### config.mk
export PLATFORM = sky130hd
export DESIGN_NAME = ps2_move_decoder_flat
export DESIGN_NICKNAME = d
export VERILOG_FILES = /design/src/rtl/ps2_move_decoder_if.sv /design/src/rtl/ps2_move_decoder.sv /design/src/flat_wrapper.sv
export SDC_FILE = /design/constraint.sdc
export NUM_CORES = 1
export LEC_CHECK = 0
export CORE_UTILIZATION = 55
export DETAILED_ROUTE_END_ITERATION = 12
export GPL_TIMING_DRIVEN = 0
export HOLD_SLACK_MARGIN = 0.06
export MAX_ROUTING_LAYER = met4
export PLACE_DENSITY = 0.77
export SYNTH_ARGS = -nofsm -noshare
export SYNTH_HDL_FRONTEND = slang
export SYNTH_SLANG_ARGS = --single-unit
### constraint.sdc
create_clock -name clk -period 6.1 [get_ports clk]
set_clock_uncertainty 0.1 [all_clocks]
set_input_delay 1.22 -clock clk [delete_from_list [all_inputs] [get_ports clk]]
set_output_delay 1.22 -clock clk [all_outputs]
set_load 0.05 [all_outputs]
### src/rtl/ps2_move_decoder_if.sv
// ---------------------------------------------------------------------------
// ps2_move_decoder_if : scan-code input strobe and command FIFO handshake
// Revision: 1.0
// ---------------------------------------------------------------------------
`default_nettype none

interface ps2_move_decoder_if;
  logic [7:0] ps2_key_data;
  logic       ps2_key_pressed;
  logic       move_ready;
  logic       move_valid;
  logic [2:0] move_dir;
  logic [5:0] held_keys;
  logic       overflow;

  modport master (
    output ps2_key_data, ps2_key_pressed, move_ready,
    input  move_valid, move_dir, held_keys, overflow
  );

  modport slave (
    input  ps2_key_data, ps2_key_pressed, move_ready,
    output move_valid, move_dir, held_keys, overflow
  );
endinterface

`default_nettype wire

### src/rtl/ps2_move_decoder.sv
// ---------------------------------------------------------------------------
// ps2_move_decoder : set-2 scan codes -> direction/control commands in a FIFO
// Revision: 1.0
// ---------------------------------------------------------------------------
`default_nettype none

module ps2_move_decoder #(
  parameter int FIFO_DEPTH     = 4,
  parameter int ALLOW_REPEAT   = 0,
  parameter int PREFIX_TIMEOUT = 2500000
) (
  input  wire logic       clk,
  input  wire logic       reset,
  ps2_move_decoder_if.slave bus
);

  localparam int PW = (FIFO_DEPTH > 2) ? $clog2(FIFO_DEPTH) : 1;
  localparam int CW = PW + 1;
  localparam int TW = (PREFIX_TIMEOUT > 2) ? $clog2(PREFIX_TIMEOUT) : 1;
  localparam logic [TW-1:0] TMAX    = TW'(PREFIX_TIMEOUT - 1);
  localparam logic [2:0]    CLS_ESC = 3'd5;

  typedef enum logic [2:0] {
    IDLE    = 3'd0,
    EXT     = 3'd1,
    BRK     = 3'd2,
    EXT_BRK = 3'd3,
    SKIP    = 3'd4
  } state_t;

  state_t          state, state_nxt;
  logic [2:0]      skip_cnt, skip_nxt;
  logic [TW-1:0]   tmr, tmr_nxt;
  logic            make_evt, brk_evt;

  logic [5:0]      held;
  logic [2:0]      mem [FIFO_DEPTH];
  logic [PW-1:0]   rd_ptr, wr_ptr;
  logic [CW-1:0]   count;
  logic            ovf;

  logic            key_ok;
  logic [2:0]      key_cls;
  logic            full, pop, push_req, push_cmd, push_esc, push_ok;

  function automatic logic [3:0] decode(input logic [7:0] b);
    case (b)
      8'h1D, 8'h75: decode = 4'b1_000;
      8'h1B, 8'h72: decode = 4'b1_001;
      8'h1C, 8'h6B: decode = 4'b1_010;
      8'h23, 8'h74: decode = 4'b1_011;
      8'h5A:        decode = 4'b1_100;
      8'h76:        decode = 4'b1_101;
      default:      decode = 4'b0_000;
    endcase
  endfunction

  assign {key_ok, key_cls} = decode(bus.ps2_key_data);

  always_ff @(posedge clk) begin
    if (reset) begin
      state    <= IDLE;
      skip_cnt <= '0;
      tmr      <= '0;
    end else begin
      state    <= state_nxt;
      skip_cnt <= skip_nxt;
      tmr      <= tmr_nxt;
    end
  end

  always_comb begin
    state_nxt = state;
    skip_nxt  = skip_cnt;
    tmr_nxt   = tmr;
    make_evt  = 1'b0;
    brk_evt   = 1'b0;
    if (bus.ps2_key_pressed) begin
      tmr_nxt = '0;
      case (state)
        IDLE: begin
          case (bus.ps2_key_data)
            8'hE0: state_nxt = EXT;
            8'hF0: state_nxt = BRK;
            8'hE1: begin
              state_nxt = SKIP;
              skip_nxt  = 3'd7;
            end
            8'hFA, 8'hAA, 8'hEE, 8'hFE, 8'h00, 8'hFF: state_nxt = IDLE;
            default: make_evt = 1'b1;
          endcase
        end
        EXT: begin
          case (bus.ps2_key_data)
            8'hF0: state_nxt = EXT_BRK;
            8'hE0: state_nxt = EXT;
            default: begin
              // Fake shifts (E0 12 / E0 59) decode as unmapped and fall away here.
              make_evt  = 1'b1;
              state_nxt = IDLE;
            end
          endcase
        end
        BRK, EXT_BRK: begin
          brk_evt   = 1'b1;
          state_nxt = IDLE;
        end
        SKIP: begin
          skip_nxt = skip_cnt - 3'd1;
          if (skip_cnt == 3'd1) state_nxt = IDLE;
        end
        default: state_nxt = IDLE;
      endcase
    end else if (state != IDLE) begin
      if (tmr == TMAX) begin
        state_nxt = IDLE;
        skip_nxt  = '0;
        tmr_nxt   = '0;
      end else begin
        tmr_nxt = tmr + TW'(1);
      end
    end
  end

  assign full     = (count == CW'(FIFO_DEPTH));
  assign pop      = (count != '0) && bus.move_ready;
  assign push_req = make_evt && key_ok && !(held[key_cls] && (ALLOW_REPEAT == 0));
  assign push_esc = push_req && (key_cls == CLS_ESC);
  assign push_cmd = push_req && (key_cls != CLS_ESC);
  assign push_ok  = push_cmd && (!full || pop);

  always_ff @(posedge clk) begin
    if (reset) begin
      held   <= '0;
      rd_ptr <= '0;
      wr_ptr <= '0;
      count  <= '0;
      ovf    <= 1'b0;
      for (int i = 0; i < FIFO_DEPTH; i++) mem[i] <= '0;
    end else begin
      ovf <= push_cmd && full && !pop;
      if (make_evt && key_ok) held[key_cls] <= 1'b1;
      if (brk_evt && key_ok)  held[key_cls] <= 1'b0;
      if (push_esc) begin
        // Escape discards everything pending, including a same-cycle pop.
        mem[wr_ptr] <= CLS_ESC;
        rd_ptr      <= wr_ptr;
        wr_ptr      <= wr_ptr + PW'(1);
        count       <= CW'(1);
      end else begin
        if (push_ok) begin
          mem[wr_ptr] <= key_cls;
          wr_ptr      <= wr_ptr + PW'(1);
        end
        if (pop) rd_ptr <= rd_ptr + PW'(1);
        if (push_ok && !pop)      count <= count + CW'(1);
        else if (!push_ok && pop) count <= count - CW'(1);
      end
    end
  end

  assign bus.move_valid = (count != '0);
  assign bus.move_dir   = mem[rd_ptr];
  assign bus.held_keys  = held;
  assign bus.overflow   = ovf;

endmodule

`default_nettype wire

### src/flat_wrapper.sv
// flat-port wrapper written by rule: the top's interface ports become plain ports
module ps2_move_decoder_flat 
#(
  parameter int FIFO_DEPTH     = 4,
  parameter int ALLOW_REPEAT   = 0,
  parameter int PREFIX_TIMEOUT = 2500000
)
  (clk, reset, bus_ps2_key_data, bus_ps2_key_pressed, bus_move_ready, bus_move_valid, bus_move_dir, bus_held_keys, bus_overflow);
  ps2_move_decoder_if bus_i ();
  input  wire logic clk;
  input  wire logic reset;
  input wire logic [$bits(bus_i.ps2_key_data)-1:0] bus_ps2_key_data;
  input wire logic [$bits(bus_i.ps2_key_pressed)-1:0] bus_ps2_key_pressed;
  input wire logic [$bits(bus_i.move_ready)-1:0] bus_move_ready;
  output wire logic [$bits(bus_i.move_valid)-1:0] bus_move_valid;
  output wire logic [$bits(bus_i.move_dir)-1:0] bus_move_dir;
  output wire logic [$bits(bus_i.held_keys)-1:0] bus_held_keys;
  output wire logic [$bits(bus_i.overflow)-1:0] bus_overflow;
  assign bus_i.ps2_key_data = bus_ps2_key_data;
  assign bus_i.ps2_key_pressed = bus_ps2_key_pressed;
  assign bus_i.move_ready = bus_move_ready;
  assign bus_move_valid = bus_i.move_valid;
  assign bus_move_dir = bus_i.move_dir;
  assign bus_held_keys = bus_i.held_keys;
  assign bus_overflow = bus_i.overflow;
  ps2_move_decoder #(.FIFO_DEPTH(FIFO_DEPTH), .ALLOW_REPEAT(ALLOW_REPEAT), .PREFIX_TIMEOUT(PREFIX_TIMEOUT)) u_core (.clk(clk), .reset(reset), .bus(bus_i));
endmodule
==> impl_metrics.ini <==
[run_status]
status = complete, no violations

[layout]
stdcell_count = 432
syn_to_final_growth_pct = 11.81
drive_gt1_frac = 0.08840
multi_input_area_um2 = 1653
nFillCells = 450
fin_nets = 378
regArea_um2 = 1241
insertedDiodeCount = 0

[clocking]
cts-hold-fix-buffers = 0
clock_path_buffers = 2
clock-sinks = 56
cts_buffers = 5
clk_pin_slew_worst_paths_ps = 100
clk_latency_ps = 310
ctsResizeCount = 0
postCtsSetupBuffers = 0
cts_root_buf = clkbuf_8
tritoncts = yes
htreeDepth = 2

[worst_setup_path]
crit_end = u_core.count[2]$_SDFFE_PP0P_
worstReg2RegStart = u_core.state[1]$_SDFFE_PP0P_
path_buf_inv = 2
cpMostUsedCell = nor3_1
cp_top_family = simple AND/OR/NAND/NOR gates
setup.worst_path.start_class = primary input
startpoint = bus_ps2_key_data[7]
end_kind = flop
crit_slowest_cell = clkdlybuf4s50_1
path_class = in -> reg
crit_chain = clkdlybuf4s50_1 > nor4bb_1 > a32oi_1 > nor2b_1 > nand4bb_1 > nand4b_4 > nor3_1 > ha_1 > inv_1 > fa_1 > xor2_1 > nor2_1 > xnor2_1 > nor3_1
worst-path-stages = 14
required_ps = 6190
r2r_cells = 14
r2r_slack_ps = 2700
cp.arrival_ps = 4430
critical-path-max-stage-delay_ps = 520
reg2reg_to = u_core.count[2]$_SDFFE_PP0P_
path_max_fanout = 8

[floorplan]
initial_core_util = 0.5844
rows = 26
ios = 23
die-area_um2 = 5832
core_um2 = 5205
fp.dieH_um = 76.37
die_x_um = 76.37

[yosys]
syn_inst = 338
syn_area_per_cell_um2 = 8.999
synth_top_cell_area_share = 0.2896
synth_mux_area_frac = 0.02921
synth_compound_area_frac = 0.1275
yosysTopAreaCell = dfxtp_1
synthTopCellsByArea = dfxtp_1, edfxtp_1, xor2_1, nor2_1, nand2_1
synth_seq_cells = 56
yosysWarnings = 0
synthFlopType = dfxtp_1
synthXorXnorAreaFrac = 0.07487
syn-num-nets = 355
yosysSeqAreaShare = 0.4081
synth-adder-area-share = 0.02633
synth_area_um2 = 3042
synth_top_family_by_area = simple AND/OR/NAND/NOR gates
synth_edf_count = 12
synth_simple_gate_area_share = 0.2855
synthDistinctLibCells = 62
async_flop_share = 0

[timing]
finalMaxSlewViolations = 0
min_period_ps = 4345
rsz0062_at_grt = false
slew_headroom = 0.5427
fmax_ghz = 0.2301
finalHoldViolCount = 0
finalSetupViolCount = 0
worst_pin_slew_ps = 680.6
min_period_over_period = 0.7124
finalSetupTns_ps = 0

[power_and_ir_drop]
peakVddDrop_uv = 145.3
power_density_nw_per_um2 = 257.0
power.leakage_nw = 1.167

[global_routing]
antenna_found_initial = 0
track_usage = 0.2420
grt_pass1_vias = 2346
grt_overflow_total = 0
grt_max_degree = 18
grt_pass1_wl_um = 11150

[drt]
drc = 0
drt-initial-drc-count = 246
wl_per_cell_um = 14.23
drt-pass1-iter-count = 4
viasPerCell = 5.826
dr_total_vias = 2517
wl_um = 6148
drtAntennaViolNets = 0

[placement]
hpwl_um = 4479
io_buffers = 16
dp.cells = 424
gp_congestion = 0.8623

[flow_run]
cap_violations = 0

[hold_path]
hold_path_startpoint = u_core.tmr[1]$_SDFFE_PP0P_
hold_class = reg -> reg
==> placed cells by master, fill, tap and decap left out, types with 5 or more instances in the layout <==
cell	n
nand2_1	28
nand4_1	6
inv_1	12
o21ai_0	5
edfxtp_1	12
nand2b_1	5
clkbuf_1	8
a21oi_1	18
xnor2_1	7
or3_1	6
nor3_1	19
a211oi_1	10
buf_2	7
xor2_1	19
clkdlybuf4s50_1	16
clkbuf_8	5
nor4_1	9
and3_1	5
nor2_1	40
nand3_1	17
dfxtp_1	44
==> layer usage <==
layer  up-vias  part of all wire  track usage
li1       1266                 -            -
met3         9             0.034      0.03593
met4         0             0.012      0.05962
met2        55              0.46       0.3613
met5         -                 0            -
met1      1187              0.50       0.3457
==> sequential cells by signal (all words and copies together) (netlist names), 2 cells and up, named ones only <==
register	flops
u_core.rd_ptr	2
u_core.bus.held_keys	6
u_core.tmr	22
u_core.mem	12
u_core.state	3
u_core.wr_ptr	2
u_core.count	3
u_core.skip_cnt	3
==> cell usage after synthesis (2+ instances only) <==
master,instances
mux4_2,3
buf_4,2
inv_1,12
a41o_1,2
xnor2_1,7
nand2_1,28
and3b_1,2
or2_1,2
xor2_1,19
nand4_1,6
o21ai_0,5
nand4bb_1,4
buf_6,2
nor4_1,9
a21oi_1,18
a211oi_1,10
ha_1,4
a31o_2,2
or3_1,6
a2bb2oi_1,2
nor2_1,40
nand3b_1,2
nand2b_1,5
buf_2,7
nor3_1,19
clkbuf_1,8
dfxtp_1,44
nor2b_1,3
and3_1,5
nand3_1,17
edfxtp_1,12
==> worst min path at each step <==
stage | cells after the start | end
after floorplan | 2 | u_core.tmr[1]$_SDFFE_PP0P_
after global placement | 2 | u_core.tmr[1]$_SDFFE_PP0P_
after detailed placement | 2 | u_core.tmr[1]$_SDFFE_PP0P_
after CTS | 2 | u_core.tmr[1]$_SDFFE_PP0P_
after global routing | 2 | u_core.tmr[1]$_SDFFE_PP0P_
final | 2 | u_core.tmr[1]$_SDFFE_PP0P_
==> tightest hold or removal path: cells and delay by family (launching register included) <==
family | cells | cell delay [ps]
AOI/OAI and AO/OA | 1 | 50
DFF | 1 | 330
and+or+nand+nor | 1 | 60
==> power by group <==
group          switching [mW]  leakage [nW]  internal, mW
Sequential             0.0218         0.479         0.399
Combinational           0.124         0.633        0.0867
Clock                   0.121        0.0541         0.122
Total                   0.267          1.17         0.607
==> layout make-up <==
cell class                      count  area share
Buffer                             19     0.03017
Timing Repair Buffer               16     0.04709
Sequential cell                    56      0.3650
Tap cell                           70     0.02575
Clock inverter                      3     0.01251
Inverter                           12     0.01325
Multi-Input combinational cell    251      0.4860
Clock buffer                        5     0.02024
==> kinds of logic (layout without fill, tap and decap cells) <==
| group | Yosys count | after routing |
|---|---|---|
| AO/OA/AOI/OAI | 55 | 55 |
| XOR/XNOR | 26 | 26 |
| adder cells (fa/ha/maj) | 6 | 6 |
| buffers and inverters | 31 | 55 |
| flip-flops | 56 | 56 |
| multiplexers | 5 | 5 |
| AND/OR/NAND/NOR | 159 | 159 |
==> stage by stage <==
step | utilization | setup slack (ps) | total power, mW | area (um^2) | hold slack, ps
2_1_floorplan | - | 2205 | 0.5841 | 3042 | 349.1
3_3_place_gp | 0.6320 | 1476 | 0.6330 | 3289 | 361.0
3_5_place_dp | 0.6320 | 1457 | 0.6390 | 3289 | 370.2
4_1_cts | 0.6534 | 1783 | 0.8783 | 3401 | 383.9
5_1_grt | 0.6534 | 1438 | 0.9207 | 3401 | 402.4
6_report | 0.6534 | 1755 | 0.8741 | 3401 | 381.6
Note: power is estimated with default switching activity, not from simulation.
